File: config.mk
export PLATFORM = sky130hd
export DESIGN_NAME = mmio_periph_arbiter
export DESIGN_NICKNAME = d
export VERILOG_FILES = /design/src/rtl/mmio_periph_arbiter.sv
export SDC_FILE = /design/constraint.sdc
export NUM_CORES = 1
export LEC_CHECK = 0
export ABC_AREA = 1
export BUFFER_PORTS_ARGS = -buffer_cell sky130_fd_sc_hd__buf_2
export CORE_ASPECT_RATIO = 1.2
export CORE_MARGIN = 2
export CORE_UTILIZATION = 35
export CTS_CLUSTER_DIAMETER = 50
export DETAILED_ROUTE_END_ITERATION = 8
export PLACE_DENSITY = 0.78
export SYNTH_ARGS = -nofsm -noshare
export SYNTH_HDL_FRONTEND = slang
export SYNTH_SLANG_ARGS = --single-unit
export TNS_END_PERCENT = 10
File: constraint.sdc
create_clock -name clk -period 1.42 [get_ports clk]
set_input_delay 0.142 -clock clk [delete_from_list [all_inputs] [get_ports clk]]
set_output_delay 0.142 -clock clk [all_outputs]
set_load 0.01 [all_outputs]
File: src/rtl/mmio_periph_arbiter.sv
// mmio_periph_arbiter
// Shares the single register port of the custom peripheral between two
// requesters (core LSU and debug/DMA) with round-robin arbitration and an
// optional bus lock for read-modify-write sequences.
//
// Ports:
//   clk, reset_n       clock, asynchronous active-low reset
//   req_valid_i        per-requester request valid
//   req_ready_o        per-requester grant (combinational)
//   req_addr_i         packed addresses, requester i at [i*ADDR_W +: ADDR_W]
//   req_we_i           per-requester write enable (1 = write)
//   req_wdata_i        packed write data, requester i at [i*DATA_W +: DATA_W]
//   req_lock_i         acquire/keep the lock after this access
//   rsp_valid_o        one-cycle response pulse to the served requester
//   rsp_rdata_o        registered read data, qualified by rsp_valid_o
//   per_addr_o         peripheral address (combinational, 0 with no winner)
//   per_write_en_o     peripheral write enable (combinational)
//   per_data_o         peripheral write data (combinational)
//   per_data_i         peripheral read data (combinational from peripheral)
//   lock_timeout_o     one-cycle pulse when a lock is force-released
//
// Only N_REQ = 2 is supported. LOCK_MAX must be >= 2.
module mmio_periph_arbiter #(
    parameter int unsigned N_REQ    = 2,
    parameter int unsigned ADDR_W   = 8,
    parameter int unsigned DATA_W   = 32,
    parameter int unsigned LOCK_MAX = 16
) (
    input  logic                    clk,
    input  logic                    reset_n,
    input  logic [N_REQ-1:0]        req_valid_i,
    output logic [N_REQ-1:0]        req_ready_o,
    input  logic [N_REQ*ADDR_W-1:0] req_addr_i,
    input  logic [N_REQ-1:0]        req_we_i,
    input  logic [N_REQ*DATA_W-1:0] req_wdata_i,
    input  logic [N_REQ-1:0]        req_lock_i,
    output logic [N_REQ-1:0]        rsp_valid_o,
    output logic [DATA_W-1:0]       rsp_rdata_o,
    output logic [ADDR_W-1:0]       per_addr_o,
    output logic                    per_write_en_o,
    output logic [DATA_W-1:0]       per_data_o,
    input  logic [DATA_W-1:0]       per_data_i,
    output logic                    lock_timeout_o
);

    localparam int unsigned CNT_W = $clog2(LOCK_MAX);
    localparam logic [CNT_W-1:0] CNT_LAST = CNT_W'(LOCK_MAX - 1);

    typedef enum logic {
        ST_IDLE   = 1'b0,
        ST_LOCKED = 1'b1
    } state_e;

    state_e            state_q, state_d;
    logic              owner_q, owner_d;
    logic              last_gnt_q, last_gnt_d;
    logic [CNT_W-1:0]  lock_cnt_q, lock_cnt_d;
    logic [N_REQ-1:0]  rsp_valid_q, rsp_valid_d;
    logic [DATA_W-1:0] rsp_rdata_q, rsp_rdata_d;
    logic              lock_timeout_q, lock_timeout_d;

    logic              win_vld;
    logic              win_idx;
    logic              win_we;
    logic              win_lock;
    logic [ADDR_W-1:0] win_addr;
    logic [DATA_W-1:0] win_wdata;

    // Winner selection: round-robin in IDLE, owner-only in LOCKED.
    always_comb begin
        win_vld = 1'b0;
        win_idx = 1'b0;
        case (state_q)
            ST_IDLE: begin
                if (req_valid_i[0] && req_valid_i[1]) begin
                    win_vld = 1'b1;
                    win_idx = ~last_gnt_q;
                end else if (req_valid_i[0]) begin
                    win_vld = 1'b1;
                    win_idx = 1'b0;
                end else if (req_valid_i[1]) begin
                    win_vld = 1'b1;
                    win_idx = 1'b1;
                end
            end
            ST_LOCKED: begin
                if (req_valid_i[owner_q]) begin
                    win_vld = 1'b1;
                    win_idx = owner_q;
                end
            end
            default: begin
                win_vld = 1'b0;
                win_idx = 1'b0;
            end
        endcase
    end

    // Winner payload mux.
    always_comb begin
        win_we    = req_we_i[win_idx];
        win_lock  = req_lock_i[win_idx];
        win_addr  = win_idx ? req_addr_i[2*ADDR_W-1:ADDR_W] : req_addr_i[ADDR_W-1:0];
        win_wdata = win_idx ? req_wdata_i[2*DATA_W-1:DATA_W] : req_wdata_i[DATA_W-1:0];
    end

    // Grant and peripheral drive; everything is zero when nobody wins.
    always_comb begin
        req_ready_o    = '0;
        per_addr_o     = '0;
        per_write_en_o = 1'b0;
        per_data_o     = '0;
        if (win_vld) begin
            req_ready_o    = N_REQ'(1) << win_idx;
            per_addr_o     = win_addr;
            per_write_en_o = win_we;
            per_data_o     = win_wdata;
        end
    end

    // Next state. The winner is always ready, so win_vld marks a transfer.
    always_comb begin
        state_d        = state_q;
        owner_d        = owner_q;
        last_gnt_d     = last_gnt_q;
        lock_cnt_d     = lock_cnt_q;
        rsp_valid_d    = req_ready_o;
        rsp_rdata_d    = rsp_rdata_q;
        lock_timeout_d = 1'b0;

        if (win_vld) begin
            last_gnt_d = win_idx;
            if (!win_we) begin
                rsp_rdata_d = per_data_i;
            end
        end

        case (state_q)
            ST_IDLE: begin
                if (win_vld && win_lock) begin
                    state_d    = ST_LOCKED;
                    owner_d    = win_idx;
                    lock_cnt_d = '0;
                end
            end
            ST_LOCKED: begin
                // In LOCKED the only possible winner is the owner.
                if (win_vld && !win_lock) begin
                    state_d = ST_IDLE;
                end else if (lock_cnt_q == CNT_LAST) begin
                    state_d        = ST_IDLE;
                    lock_timeout_d = 1'b1;
                end else begin
                    lock_cnt_d = lock_cnt_q + CNT_W'(1);
                end
            end
            default: begin
                state_d = ST_IDLE;
            end
        endcase
    end

    // State register. last_gnt resets to 1 so requester 0 wins the first tie.
    always_ff @(posedge clk or negedge reset_n) begin
        if (!reset_n) begin
            state_q        <= ST_IDLE;
            owner_q        <= 1'b0;
            last_gnt_q     <= 1'b1;
            lock_cnt_q     <= '0;
            rsp_valid_q    <= '0;
            rsp_rdata_q    <= '0;
            lock_timeout_q <= 1'b0;
        end else begin
            state_q        <= state_d;
            owner_q        <= owner_d;
            last_gnt_q     <= last_gnt_d;
            lock_cnt_q     <= lock_cnt_d;
            rsp_valid_q    <= rsp_valid_d;
            rsp_rdata_q    <= rsp_rdata_d;
            lock_timeout_q <= lock_timeout_d;
        end
    end

    assign rsp_valid_o    = rsp_valid_q;
    assign rsp_rdata_o    = rsp_rdata_q;
    assign lock_timeout_o = lock_timeout_q;

endmodule

==> impl_metrics.py <==
metrics = {
    "detailed_routing": {
        "antenna_violating_nets_post_route": 0,
        "via_per_inst": 4.66,
        "wl_um": 8020,
        "drt-initial-drc-count": 103,
        "drt_first_pass_iters": 4,
        "route.detailed.drc": 0,
        "vias": 2944,
        "wire_per_inst_um": 12.7,
    },
    "yosys": {
        "synthAdderAreaFrac_pct": 0.547,
        "post_synth_xor_area_fraction_pct": 0.383,
        "synthSimpleGateAreaFrac_pct": 45.6,
        "synth_top_family_by_area": "simple AND/OR/NAND/NOR gates",
        "synth-compound-area-share_pct": 1.59,
        "syn_nets": 455,
        "syn-instance-count": 334,
        "ys_seq_elements": 42,
        "ys_warn_count": 0,
        "syn_area_per_cell_um2": 6.85,
        "synthDistinctLibCells": 21,
        "netlist_area_mm2": 0.00229,
        "ys_seq_area_share_pct": 46.0,
        "synthMuxAreaShare_pct": 0,
    },
    "worst_setup_path": {
        "r2r-end": "rsp_rdata_o[13]$_DFFE_PN0P_",
        "worstRegToRegCells": 8,
        "crit_path_top_delay_cell": "dfstp_2",
        "startpoint_type": "flip-flop",
        "cp.required_ps": 1280,
        "rr_startpoint": "state_q$_DFF_PN0_",
        "cp_cell_sequence": "nand3_4 -> nand3_4 -> buf_6 -> o21ai_4 -> buf_4 -> a21oi_2 -> buf_2",
        "critical_path_class": "flip-flop to output port",
        "cp.buffers_inverters": 3,
        "cp-startpoint": "last_gnt_q$_DFFE_PN1P_",
        "end_kind": "output port",
        "arrival_ps": 1640,
        "cpMostUsedCell": "nand3_4",
        "cp_slowest_stage_delay_ps": 560,
        "path_max_fanout": 10,
        "reg2reg_slack_ps": -70,
        "path_delay_family": "flip-flops",
    },
    "sta": {
        "final_max_slew_viol_count": 0,
        "finClkSkew_ps": 4.04,
        "fmax_ghz": 0.560,
        "whs_ps": 76.9,
        "worst_pin_slew_ps": 280,
        "min_period_over_period_pct": 126,
        "rsz0062_at_grt": "true",
        "fin_ws_ps": -367,
        "hold_viol_final": 0,
        "fin_crit_ps": 1790,
        "slew_headroom_pct": 81.3,
        "finalSetupViolCount": 74,
    },
    "worst_hold_path": {
        "holdPathEnd": "rsp_rdata_o[10]$_DFFE_PN0P_",
        "hold_path_depth": 3,
        "min_path_type": "input port to flip-flop",
        "hp-start": "per_data_i[10]",
    },
    "global_route": {
        "grt_util_met1_pct": 23.1,
        "grtUsageMet2_pct": 37.4,
        "grt_pass1_vias": 2694,
        "grt_start_max_net_pins": 44,
        "met3_usage_pct": 5.46,
        "grt_first_pass_wirelength_um": 11800,
        "top_usage_layer": "met2",
        "grt_antenna_before_repair": 1,
        "grt.overflow.total": 0,
        "grt.total_usage_pct": 20.6,
    },
    "power": {
        "ir_drop_v": 0.000757,
        "power.density_mw_per_mm2": 1830,
        "leakage_uw": 0.00235,
    },
    "cells_and_area": {
        "syn_to_final_growth_pct": 65.1,
        "fin_area_mm2": 0.00378,
        "insertedDiodeCount": 0,
        "layout-drive-gt1-share_pct": 45.5,
        "fin_nets": 668,
    },
    "flow_run": {
        "timing.max_cap.violations": 0,
    },
    "placement": {
        "port_buffers": 197,
        "dp_hpwl_um": 6030,
        "place_area_mm2": 0.00349,
        "routabilityCongestion": 0.817,
    },
    "run_status": {
        "outcome": "finished, violations left",
        "violations": "negative setup slack",
    },
    "clocking": {
        "cts.sinks": 42,
        "cts_buffer_depth": 2,
        "clkTransAtPathRegs_ps": 80,
        "h-tree-depth": 2,
        "clock_latency_ps": 290,
        "cts_buffers": 5,
        "cts_tree": "done",
        "root_buffer": "clkbuf_8",
    },
    "floorplanning": {
        "start_util_pct": 35.9,
        "dieArea_mm2": 0.00720,
        "ios": 198,
        "die_y_um": 92.6,
        "rows": 32,
        "coreArea_mm2": 0.00637,
        "die_w_um": 77.8,
    },
}
synth_stat cells:
cell      count  area [um2]
a21oi_1       2        10.0
buf_2        11        55.1
buf_6         3        33.8
clkbuf_1      3        11.3
clkinv_1      1        3.75
dfrtp_1      41        1030
dfstp_2       1        26.3
ha_1          1        12.5
inv_1         6        22.5
inv_2         2        7.51
nand2_1     205         769
nand2_2       2        12.5
nand3_1      39         195
nand3_2       2        20.0
nor2_1        9        33.8
nor3_1        1        5.00
nor3b_1       1        7.51
o21ai_0       1        5.00
o21ai_1       1        5.00
o21ai_4       1        16.3
xor2_1        1        8.76
report_power, final:
group / internal, uW / total [uW] / switching, uW
Sequential: 1740 / 2050 / 314
Clock: 562 / 946 / 384
Combinational: 1710 / 3920 / 2210
final cells by class:
class / count / area [um2]
tap: 85 / 106
sequential: 42 / 1050
inverter: 9 / 43.8
multi-input combinational: 266 / 1170
timing repair buffer: 223 / 1290
clock buffer: 6 / 82.6
fill: 584 / 2590
clock inverter: 1 / 30.0
kinds of logic (layout without fill, tap and decap cells):
logic type,after synthesis,count (layout)
buf+inv,26,239
compound gates,5,5
fa+ha+maj,1,1
simple gates,259,259
flops,42,42
xor+xnor,1,1
per-layer routing:
| layer | wire, um | up-vias | share of wire (%) |
|---|---|---|---|
| met5 | 11 | - | 0.14 |
| met2 | 4010 | 153 | 50 |
| met4 | 121 | 2 | 1.5 |
| met1 | 3140 | 1322 | 39 |
| met3 | 731 | 12 | 9.1 |
| li1 | - | 1455 | - |
worst max path at each step:
stage	endpoint	slack, ps	cells after the start
2_1_floorplan	per_write_en_o	5	7
3_3_place_gp	per_data_o[26]	-90	8
3_5_place_dp	per_write_en_o	-100	7
4_1_cts	per_data_o[9]	-380	9
5_1_grt	per_data_o[26]	-440	7
6_report	per_write_en_o	-370	7
registers in the layout, indices dropped and copies added (netlist names):
register        flops
rsp_valid_o         2
lock_cnt_q          4
owner_q             1
last_gnt_q          1
lock_timeout_o      1
state_q             1
rsp_rdata_o        32
worst min-delay path, stage by stage:
cell,delay (ps)
buf_2,70
nand3_1,60
nand2_1,60
cell usage in the layout (no fill, tap or decap):
cell / n
o21ai_4: 2
clkinv_1: 1
o21ai_0: 1
buf_6: 4
a21oi_2: 1
dfrtp_2: 1
inv_1: 5
dfrtp_1: 40
clkbuf_16: 2
buf_2: 195
xor2_1: 1
dfstp_2: 1
nand2_4: 4
nor3b_1: 1
clkbuf_8: 6
nand3_1: 39
buf_4: 17
ha_1: 1
dlygate4sd3_1: 1
nand3_4: 2
bufinv_16: 1
nand2_1: 197
a21oi_1: 1
nor2_1: 9
inv_4: 1
nand2_2: 6
nor3_1: 1
inv_2: 1
inv_8: 1
buf_12: 4
timing repair:
item	CTS	global route
hold buffers	1	0
endpoints found under the setup margin	79	80
gates resized for setup	18	9
endpoints found under the hold margin	10	0
buffers inserted	0	2
cloned	0	2
pin swaps	1	1
per-stage QoR:
step	util [%]	power, uW	TNS, ps	worst slack [ps]	std cells
6_report	59.3	6920	-15660	-367	632
5_1_grt	59.3	7480	-22270	-443	632
4_1_cts	57.7	6730	-16360	-381	628
3_5_place_dp	54.8	5630	-2710	-101	620
3_3_place_gp	54.8	5530	-859	-88.0	620
2_1_floorplan	-	3970	0	5.12	334
No activity file was read; power rests on OpenSTA's default activity.
